===== src/rtl/uart_rx.sv =====
// 8N1 UART receiver: 2-flop synchronizer, mid-bit sampling, valid/ack holding register.
module uart_rx #(
  parameter int unsigned BAUD_DIVISOR = 868
) (
  input  logic       clk100,
  input  logic       rst,
  input  logic       rx,
  output logic [7:0] rx_data,
  output logic       rx_valid,
  input  logic       rx_ack,
  output logic       rx_busy,
  output logic       rx_frame_err,
  output logic       rx_overrun
);

  localparam int unsigned TIMER_W = 10;
  localparam int unsigned CNT_W   = 3;
  localparam logic [TIMER_W-1:0] FULL_BIT = TIMER_W'(BAUD_DIVISOR);
  localparam logic [TIMER_W-1:0] HALF_BIT = TIMER_W'(BAUD_DIVISOR >> 1);

  typedef enum logic [2:0] {
    IDLE,
    START,
    DATA,
    STOP,
    BREAK
  } state_t;

  state_t             state_q;
  logic               s1_q;
  logic               s2_q;
  logic [TIMER_W-1:0] timer_q;
  logic [CNT_W-1:0]   bitcnt_q;
  logic [7:0]         shift_q;
  logic [7:0]         data_q;
  logic               valid_q;
  logic               frame_err_q;
  logic               overrun_q;

  logic expiry;
  logic slot_free;

  assign expiry    = (timer_q == '0);
  // Holding register is free if empty or being acknowledged this cycle.
  assign slot_free = !valid_q || rx_ack;

  // Synchronizer, bit timer, framing FSM and holding register.
  always_ff @(posedge clk100) begin
    if (rst) begin
      state_q     <= IDLE;
      s1_q        <= 1'b1;
      s2_q        <= 1'b1;
      timer_q     <= '0;
      bitcnt_q    <= '0;
      shift_q     <= '0;
      data_q      <= '0;
      valid_q     <= 1'b0;
      frame_err_q <= 1'b0;
      overrun_q   <= 1'b0;
    end else begin
      s1_q        <= rx;
      s2_q        <= s1_q;
      frame_err_q <= 1'b0;
      overrun_q   <= 1'b0;

      if (valid_q && rx_ack) begin
        valid_q <= 1'b0;
      end

      case (state_q)
        IDLE: begin
          if (!s2_q) begin
            state_q <= START;
            timer_q <= HALF_BIT;
          end
        end

        START: begin
          if (expiry) begin
            if (!s2_q) begin
              state_q  <= DATA;
              timer_q  <= FULL_BIT;
              bitcnt_q <= '0;
            end else begin
              state_q <= IDLE;
            end
          end else begin
            timer_q <= timer_q - 1'b1;
          end
        end

        DATA: begin
          if (expiry) begin
            shift_q  <= {s2_q, shift_q[7:1]};
            bitcnt_q <= bitcnt_q + 1'b1;
            timer_q  <= FULL_BIT;
            if (bitcnt_q == CNT_W'(7)) begin
              state_q <= STOP;
            end
          end else begin
            timer_q <= timer_q - 1'b1;
          end
        end

        STOP: begin
          if (expiry) begin
            timer_q <= FULL_BIT;
            if (s2_q) begin
              state_q <= IDLE;
              if (slot_free) begin
                data_q  <= shift_q;
                valid_q <= 1'b1;
              end else begin
                overrun_q <= 1'b1;
              end
            end else begin
              frame_err_q <= 1'b1;
              state_q     <= BREAK;
            end
          end else begin
            timer_q <= timer_q - 1'b1;
          end
        end

        BREAK: begin
          // Hold off until the line returns high so a break cannot retrigger.
          if (s2_q) begin
            state_q <= IDLE;
          end
        end

        default: begin
          state_q <= IDLE;
        end
      endcase
    end
  end

  assign rx_data      = data_q;
  assign rx_valid     = valid_q;
  assign rx_busy      = (state_q != IDLE);
  assign rx_frame_err = frame_err_q;
  assign rx_overrun   = overrun_q;

endmodule

===== config.mk =====
export PLATFORM = sky130hd
export DESIGN_NAME = uart_rx
export DESIGN_NICKNAME = d
export VERILOG_FILES = /design/src/rtl/uart_rx.sv
export SDC_FILE = /design/constraint.sdc
export NUM_CORES = 1
export LEC_CHECK = 0
export BUFFER_PORTS_ARGS = -buffer_cell sky130_fd_sc_hd__buf_2
export CELL_PAD_IN_SITES_DETAIL_PLACEMENT = 2
export CELL_PAD_IN_SITES_GLOBAL_PLACEMENT = 2
export CORE_ASPECT_RATIO = 0.7
export CORE_MARGIN = 2
export CORE_UTILIZATION = 27
export DETAILED_ROUTE_END_ITERATION = 7
export PLACE_DENSITY_LB_ADDON = 0.1
export SLEW_MARGIN = 30
export SYNTH_ARGS = -nofsm -noshare
export SYNTH_HDL_FRONTEND = slang
export SYNTH_SLANG_ARGS = --single-unit

===== constraint.sdc =====
create_clock -name clk100 -period 1.9 [get_ports clk100]
set_input_delay 0.38 -clock clk100 [delete_from_list [all_inputs] [get_ports clk100]]
set_output_delay 0.38 -clock clk100 [all_outputs]
set_load 0.02 [all_outputs]

---- Word-level counts from Yosys, hierarchy flattened ----
Index checks and enable logic that the tools add are counted.
word-level totals
  flip-flop bits (word level) ............. 37
  bits in latches ......................... 0
  bits in writable memories ............... 0
  memory bits (read-only) ................. 0
  input port bits ......................... 4
  memories kept ........................... 0
cells by class
  add/sub/neg operators ................... 2
  multipliers ............................. 0
  div/mod/pow operators ................... 0
  magnitude comparators ................... 0
  equal/unequal tests ..................... 13
  shift operators ......................... 0
  multiplexer cells ....................... 25
  bitwise operators ....................... 3
  reductions and logical operators ........ 16
operators with widths
  kind                                                 count
  two-way mux 10 bit                                   4
  two-way mux 3 bit                                    10
  case mux 10 bit (3 select lines)                     1
  case mux 3 bit (5 select lines)                      1
  != test 2 bit (second input constant)                7
  zero test 10 bit                                     1
  subtractor 10 x 1 -> 10 bit (second input constant)  1
  AND reduction 4 bit                                  2
  two-way mux 1 bit                                    7
  == test 3 x 2 -> 1 bit (second input constant)       2
  == test 3 bit (second input constant)                2
  case mux 3 bit (2 select lines)                      1
  AND reduction 6 bit                                  1
  nonzero test 3 bit                                   2
  OR reduction 4 bit                                   1
  adder 3 x 1 -> 3 bit (second input constant)         1
  == test 3 x 1 -> 1 bit (second input constant)       1
  zero test 3 bit                                      1
  != test 3 bit (second input constant)                1
  NOT 1 bit                                            3
  AND reduction 3 bit                                  1
  OR reduction 3 bit                                   1
  two-way mux 2 bit                                    1
  AND reduction 2 bit                                  1
  other kinds (5)                                      5

---- Longest topological paths before layout ----
Gate-level depths: netlist of the first run.
  depth in word-level cells ............... 6
  mapped depth ............................ 8
  depth with buffers taken out ............ 6

---- Least setup slack after synthesis of the first run ----
Ideal clock, no wire load.
  path type ............................... register to register
  from .................................... register timer_q[0]
  to ...................................... register state_q[1]
  data arrival time ....................... 1.621 ns
  data required time ...................... 1.779 ns
  slack ................................... 0.159 ns
  cell stages (with the launch flop) ...... 8
  clock period less this slack ............ 1.741 ns
  cell sequence ........................... dfxtp_1 -> inv_1 -> ha_1 -> nor4b_4 -> and3_2 -> buf_4 -> o22ai_1 -> mux2_2
on the way
  cells in the longest elaborated chain, start to end .. 3
  elaborated cells between the ends (all ways) .. 5
  classes of those cells .................. eq/ne: 3; reduce/logical: 2
RTL lines
  what                                    line  text
  start: declaration                      32    logic [TIMER_W-1:0] timer_q;
  start signal: assignment                88    timer_q <= timer_q - 1'b1;
  start signal: assignment                101   timer_q <= timer_q - 1'b1;
  start signal: assignment                121   timer_q <= timer_q - 1'b1;
  zero test 10 bit *                      43    assign expiry = (timer_q == '0);
  != test 2 bit (no source line)          --
  AND reduction 6 bit (no source line) *  --
  end signal: assignment                  50    state_q <= IDLE;
  end signal: assignment                  73    state_q <= START;
  end signal: assignment                  81    state_q <= DATA;
  end: declaration                        29    state_t state_q;
Every way passes the cells marked *; elsewhere a longest branch is shown, timed or not.
A chain may end at the register's enable or synchronous reset.

---- Worst setup path after layout of the first run ----
  from .................................... register timer_q[0]
  to ...................................... register timer_q[5]
on the way
  cells in the longest elaborated chain, start to end .. 3
  elaborated cells between the ends (all ways) .. 7
  classes of those cells .................. add/sub: 1; eq/ne: 1; mux: 3; reduce/logical: 2
RTL lines
  what                                                                     line
  subtractor 10 x 1 -> 10 bit or zero test 10 bit (tied branches)          --
  two-way mux 10 bit, or another cell as far along                         93, 106
  case mux 10 bit (3 select lines) or AND reduction 3 bit (tied branches)  --
Parallel ways exist; a longest one is shown, timed or not.

==> flow_summary.json, run 1 <==
{
  "io_port_bufs": 15,
  "static-leakage-power_nw": 0.861,
  "layout_common_cells": "sky130_fd_sc_hd__dfxtp_1, sky130_fd_sc_hd__o21ai_0, sky130_fd_sc_hd__a21oi_1, sky130_fd_sc_hd__buf_4",
  "fillers": 706,
  "post_synth_and_or_nand_nor_area_fraction_pct": 22.6,
  "synth.cell_area_mm2": 0.00175,
  "ir_worst_vdd_mv": 0.229,
  "remaining_drc_errors": 0,
  "fin_cells": 301,
  "synth_area_per_cell_um2": 8.87,
  "synth-seq-cells": 37,
  "ctsHoldBuffers": 0,
  "core_region_area_mm2": 0.00625,
  "synth_top_family_by_area": "simple AND/OR/NAND/NOR gates",
  "dr_wl_cell_um": 18.0,
  "finalCritPeriodShare_pct": 95.6,
  "placementRows": 24,
  "detailroute.via_count": 1630,
  "cts_num_sinks": 37,
  "synthesis.nets": 204,
  "clock_path_buffers": 2,
  "netlist_instances": 197,
  "final_max_slew_viol_count": 0,
  "ys.warnings.count": 0,
  "global_route_usage_sum_pct": 16.5,
  "rr_endpoint": "timer_q[5]",
  "grt.overflow.total": 0,
  "timing.hold.worst_path_depth": 2,
  "layout_commonest_cell": "sky130_fd_sc_hd__dfxtp_1",
  "area_grow_syn2layout_pct": 19.3,
  "yosys.area_share.xor_xnor_pct": 0.501,
  "power_density_mw_per_mm2": 797,
  "worst_clock_skew_ns": 0.00798,
  "hold_class": "input pin to flop",
  "synthMuxAreaShare_pct": 5.23,
  "wl_met3_um": 108,
  "placement.cell_area_mm2": 0.00198,
  "yosys.area_share.adder_pct": 2.15,
  "ys_async_sr_fraction_pct": 0,
  "grt_first_pass_wirelength_um": 9200,
  "timing.slew.headroom_pct": 67.0,
  "synth_cell_type_count": 51,
  "via_per_inst": 5.42,
  "min_period_ns": 1.82,
  "maxUsedRoutingLayer": "met4",
  "grt_pass1_vias": 1794,
  "area_fraction_in_compound_gates_after_synthesis_pct": 22.6,
  "clk_pin_slew_ns": 0.08,
  "n_antenna_cell": 0,
  "run_status": "finished clean",
  "grt_setup_unrepaired": "no",
  "numCtsBuffers": 5,
  "timing_worst_setup_path_type": "flop to flop",
  "utilization_pct": 33.4,
  "dr_wl_met2_um": 2430,
  "reg2reg_setup_slack_ns": 0.08,
  "drive_above_1_share_pct": 24.7,
  "routed_antenna_nets": 0,
  "io_pins": 16,
  "final.setup.tns_ns": 0,
  "finalWirelength_um": 5410,
  "floorplan.die.height_um": 71.3,
  "critPathRequiredTime_ns": 2.08,
  "dieWidth_um": 100,
  "place.detailed.instances": 292,
  "dpl.hpwl_um": 4020,
  "fin_nets": 229,
  "cp_max_fo": 8,
  "die_ar_mm2": 0.00714,
  "detailedRoute.firstIterationViolations": 63,
  "htreeDepth": 2,
  "drtPass1Iterations": 4,
  "antenna_found_initial": 0,
  "post-layout-total-power_mw": 1.66,
  "setup_violations": 0,
  "synth_enable_flop_cells": 0,
  "grt_max_degree": 25,
  "worst_skew_pair.late_latency_ns": 0.29,
  "crit_arrival_ns": 2.00,
  "max_freq_mhz": 551,
  "synth_flop_cell": "sky130_fd_sc_hd__dfxtp_1",
  "r2r_start": "timer_q[0]",
  "category_of_the_worst_setup_path_capture_point": "flop",
  "max_cap_viol_count": 0,
  "cp-startpoint": "timer_q[0]",
  "cts_tree": "built",
  "reg2reg_depth": 8,
  "critical_path_source_type": "flop",
  "endpoint": "timer_q[5]",
  "synth_seq_area_share_pct": 42.4,
  "finalHoldViolCount": 0,
  "gp_routability_congestion": 0.776,
  "slew_at_the_pin_closest_to_its_max_slew_limit_ns": 0.494,
  "cts.root.buffer_cell": "sky130_fd_sc_hd__clkbuf_8",
  "wl_met1_um": 2830,
  "effective_utilization_at_floorplan_pct": 28.0,
  "layout.cell_area.non_filler_mm2": 0.00208
}
## layer usage
metal	global-route usage (%)	vias up
li1	-	778
met1	23.4	836
met2	25.4	11
met3	3.80	5
met4	4.57	0
met5	0	-
## cell type report
cell class | instances | area (um^2) | area share [%]
sequential | 37 | 742 | 35.6
clock inverter | 2 | 10.0 | 0.480
clock buffer | 6 | 72.6 | 3.48
inverter | 3 | 11.3 | 0.540
tap | 78 | 97.6 | 4.68
multi-input combinational | 142 | 937 | 45.0
timing repair buffer | 33 | 214 | 10.3
## cell usage after synthesis (2+ instances only)
cell type | n | area, um^2
sky130_fd_sc_hd__a21oi_1 | 19 | 95.1
sky130_fd_sc_hd__a31oi_1 | 4 | 25.0
sky130_fd_sc_hd__buf_2 | 3 | 15.0
sky130_fd_sc_hd__buf_4 | 2 | 15.0
sky130_fd_sc_hd__clkbuf_1 | 9 | 33.8
sky130_fd_sc_hd__dfxtp_1 | 37 | 741
sky130_fd_sc_hd__ha_1 | 3 | 37.5
sky130_fd_sc_hd__inv_1 | 3 | 11.3
sky130_fd_sc_hd__mux2i_1 | 8 | 80.1
sky130_fd_sc_hd__nand2_1 | 2 | 7.51
sky130_fd_sc_hd__nand3_1 | 13 | 65.1
sky130_fd_sc_hd__nand4_1 | 3 | 18.8
sky130_fd_sc_hd__nor2_1 | 15 | 56.3
sky130_fd_sc_hd__nor2b_1 | 2 | 12.5
sky130_fd_sc_hd__nor3_1 | 7 | 35.0
sky130_fd_sc_hd__nor3b_1 | 2 | 15.0
sky130_fd_sc_hd__nor4_1 | 2 | 12.5
sky130_fd_sc_hd__nor4b_1 | 2 | 17.5
sky130_fd_sc_hd__o211ai_1 | 2 | 15.0
sky130_fd_sc_hd__o21a_1 | 2 | 15.0
sky130_fd_sc_hd__o21ai_0 | 21 | 105
sky130_fd_sc_hd__o21bai_1 | 2 | 15.0
sky130_fd_sc_hd__o31a_1 | 2 | 17.5
sky130_fd_sc_hd__or2_2 | 3 | 18.8
sky130_fd_sc_hd__or3_1 | 2 | 12.5
sky130_fd_sc_hd__or4_1 | 2 | 15.0
## through the flow
step | setup WS [ns] | hold slack [ns]
5_1_grt | 0.00600 | 0.259
2_1_floorplan | 0.159 | 0.389
4_1_cts | 0.0100 | 0.256
6_report | 0.0845 | 0.267
3_3_place_gp | 0.106 | 0.406
3_5_place_dp | -0.0147 | 0.417
## logic make-up after synthesis
kind of cell | after synthesis
AO/OA/AOI/OAI | 64
flip-flops | 37
buffers and inverters | 18
multiplexers | 9
AND/OR/NAND/NOR | 65
adder cells (fa/ha/maj) | 3
XOR/XNOR | 1
## state kept, by name, indices dropped and copies added, names as in the netlist
| register | count |
|---|---|
| rx_data | 8 |
| bitcnt_q | 3 |
| shift_q | 8 |
| s2_q | 1 |
| s1_q | 1 |
| rx_overrun | 1 |
| rx_valid | 1 |
| rx_frame_err | 1 |
| timer_q | 10 |
| state_q | 3 |
## repair_timing
| item | 4_1_cts | 5_1_grt |
|---|---|---|
| hold endpoints to repair | 0 | 0 |
| gates resized for setup | 3 | 3 |
| setup endpoints to repair | 11 | 8 |
| buffers inserted | 1 | 0 |
## worst min-delay path by stage
stage / from / slack (ns) / endpoint
2_1_floorplan: s1_q / 0.39 / s2_q
3_3_place_gp: s1_q / 0.41 / s2_q
3_5_place_dp: s1_q / 0.42 / s2_q
4_1_cts: rx / 0.26 / s1_q
5_1_grt: rx / 0.26 / s1_q
6_report: rx / 0.27 / s1_q
## worst max-delay path, stage by stage, from the launching register on
cell and delay (ns):
sky130_fd_sc_hd__dfxtp_2 0.34, sky130_fd_sc_hd__inv_1 0.06, sky130_fd_sc_hd__ha_2 0.20, sky130_fd_sc_hd__nor4b_4 0.13, sky130_fd_sc_hd__buf_6 0.15, sky130_fd_sc_hd__and3_4 0.19
sky130_fd_sc_hd__buf_4 0.16, sky130_fd_sc_hd__o311a_1 0.32, sky130_fd_sc_hd__o21a_1 0.17
## power breakdown
group / switching, mW / leakage (nW) / total (mW) / internal [mW]
logic: 0.171 / 0.516 / 0.296 / 0.125
clock network: 0.294 / 0.0450 / 0.549 / 0.255
registers: 0.0247 / 0.300 / 0.815 / 0.791
total: 0.490 / 0.861 / 1.66 / 1.17
Power figures use the tool's default switching activity.
==> run 2, diff against run 1 <==
--- a/config.mk
+++ b/config.mk
@@ -12,7 +12,7 @@
 export CORE_MARGIN = 2
 export CORE_UTILIZATION = 27
 export DETAILED_ROUTE_END_ITERATION = 7
-export PLACE_DENSITY_LB_ADDON = 0.1
+export PLACE_DENSITY = 0.62
 export SLEW_MARGIN = 30
 export SYNTH_ARGS = -nofsm -noshare
 export SYNTH_HDL_FRONTEND = slang
==> flow_summary.json, run 2 (synthesis gave the netlist of run 1 again) <==
{
  "run_status": "finished clean",
  "effective_utilization_at_floorplan_pct": 28.0,
  "cp_max_fo": 8,
  "finalWirelength_um": 5150,
  "layout_common_cells": "sky130_fd_sc_hd__dfxtp_1, sky130_fd_sc_hd__o21ai_0, sky130_fd_sc_hd__buf_4, sky130_fd_sc_hd__a21oi_1",
  "placementRows": 24,
  "gp_routability_congestion": 0.792,
  "finalHoldViolCount": 0,
  "via_per_inst": 5.29,
  "max_cap_viol_count": 0,
  "timing.hold.worst_path_depth": 2,
  "category_of_the_worst_setup_path_capture_point": "flop",
  "io_port_bufs": 15,
  "fin_nets": 231,
  "dp_slack_ns": 0.0667,
  "cp_slowest_stage_delay_ns": 0.36,
  "final_critical_path_setup_slack_ns": 0.0814,
  "final.setup.tns_ns": 0,
  "cts.root.buffer_cell": "sky130_fd_sc_hd__clkbuf_8",
  "crit_arrival_ns": 1.99,
  "grt_setup_unrepaired": "no",
  "static-leakage-power_nw": 0.870,
  "max_reg_flops": 10,
  "drive_above_1_share_pct": 25.3,
  "registers.top_by_ff_count": "timer_q",
  "remaining_drc_errors": 0,
  "dpl.hpwl_um": 3780,
  "setup_violations": 0,
  "worst_skew_pair.late_latency_ns": 0.28,
  "dieWidth_um": 100,
  "cts_tree": "built",
  "worst_clock_skew_ns": 0.00564,
  "grt.overflow.total": 0,
  "die_ar_mm2": 0.00714,
  "critical_path_source_type": "flop",
  "detailedRoute.firstIterationViolations": 63,
  "detailroute.via_count": 1604,
  "clock_path_buffers": 2,
  "dr_wl_cell_um": 17.0,
  "final_max_slew_viol_count": 0,
  "ir_worst_vdd_mv": 0.287,
  "htreeDepth": 2,
  "finalCritPeriodShare_pct": 95.7,
  "area_grow_syn2layout_pct": 20.5,
  "cts_num_sinks": 37,
  "reg2reg_depth": 7,
  "global_route_usage_sum_pct": 15.7,
  "power_density_mw_per_mm2": 786,
  "min_period_ns": 1.82,
  "n_antenna_cell": 0,
  "io_pins": 16,
  "timing.slew.headroom_pct": 68.2,
  "grt_pass1_vias": 1672,
  "grt_first_pass_wirelength_um": 8760,
  "routed_antenna_nets": 0,
  "antenna_found_initial": 0,
  "crit_chain": "inv_1, ha_4, nor4b_4, buf_4, and3_2, o22ai_1, mux2_2",
  "cts_setup_buffers": 0,
  "slew_at_the_pin_closest_to_its_max_slew_limit_ns": 0.477,
  "max_freq_mhz": 550,
  "layout_commonest_cell": "sky130_fd_sc_hd__dfxtp_1",
  "floorplan.die.height_um": 71.3,
  "grt_max_degree": 22,
  "hold_class": "input pin to flop",
  "drtPass1Iterations": 4,
  "numCtsBuffers": 5,
  "clk_pin_slew_ns": 0.08,
  "cp_slowest_cell": "sky130_fd_sc_hd__mux2_2",
  "critPathRequiredTime_ns": 2.07,
  "core_region_area_mm2": 0.00625,
  "timing_worst_setup_path_type": "flop to flop"
}
[run 2: layout make-up]
type,instances,area (um^2)
inverters,3,11.3
clock buffers,5,68.8
flip-flops and latches,37,741
fillers,710,4140
repair buffers,35,225
well taps,78,97.6
clock inverters,3,17.5
multi-input cells,142,943
[run 2: layer usage]
metal / vias to the layer above / global-route usage, % / share of wire [%]
li1: 782 / - / -
met1: 805 / 22.5 / 52
met2: 12 / 24.2 / 45
met3: 5 / 3.22 / 2.0
met4: 0 / 4.11 / 0.93
met5: - / 0 / 0
[run 2: per-stage QoR]
| stage | instance area [um^2] | instances | power (mW) | hold slack [ns] | utilization, % |
|---|---|---|---|---|---|
| finish | 2100 | 303 | 1.65 | 0.281 | 33.7 |
| global route | 2100 | 303 | 1.75 | 0.271 | 33.7 |
| CTS | 2090 | 303 | 1.67 | 0.275 | 33.4 |
| detailed placement | 2000 | 295 | 1.12 | 0.404 | 32.0 |
| global placement | 2000 | 295 | 1.11 | 0.406 | 32.0 |
| floorplan | 1750 | 197 | 1.01 | 0.389 | - |
[run 2: worst paths after layout]
kind	from	endpoint	slack [ns]
setup / recovery	timer_q[0]	state_q[1]	0.08
hold / removal	rx	s1_q	0.28
setup reg to reg	timer_q[0]	state_q[1]	0.08
hold reg to reg	s1_q	s2_q	0.42
[run 2: timing repair]
| action | 4_1_cts | 5_1_grt |
|---|---|---|
| resized for setup | 0 | 5 |
| hold buffers | 0 | 0 |
| setup endpoints to repair | 0 | 19 |
[run 2: where the power goes]
part	internal (mW)	switching [mW]	total [mW]
clock	0.253	0.292	0.546
sequential	0.791	0.0235	0.814
combinational	0.129	0.165	0.293
[run 2: worst max-delay path: cells and delay by family (launching register included)]
family | cells | cell delay, ns
AND/OR/NAND/NOR | 2 | 0.36
adder cells (fa/ha/maj) | 1 | 0.18
buffers and inverters | 2 | 0.25
flip-flops | 1 | 0.34
multiplexers | 1 | 0.36
AO/OA/AOI/OAI | 1 | 0.21
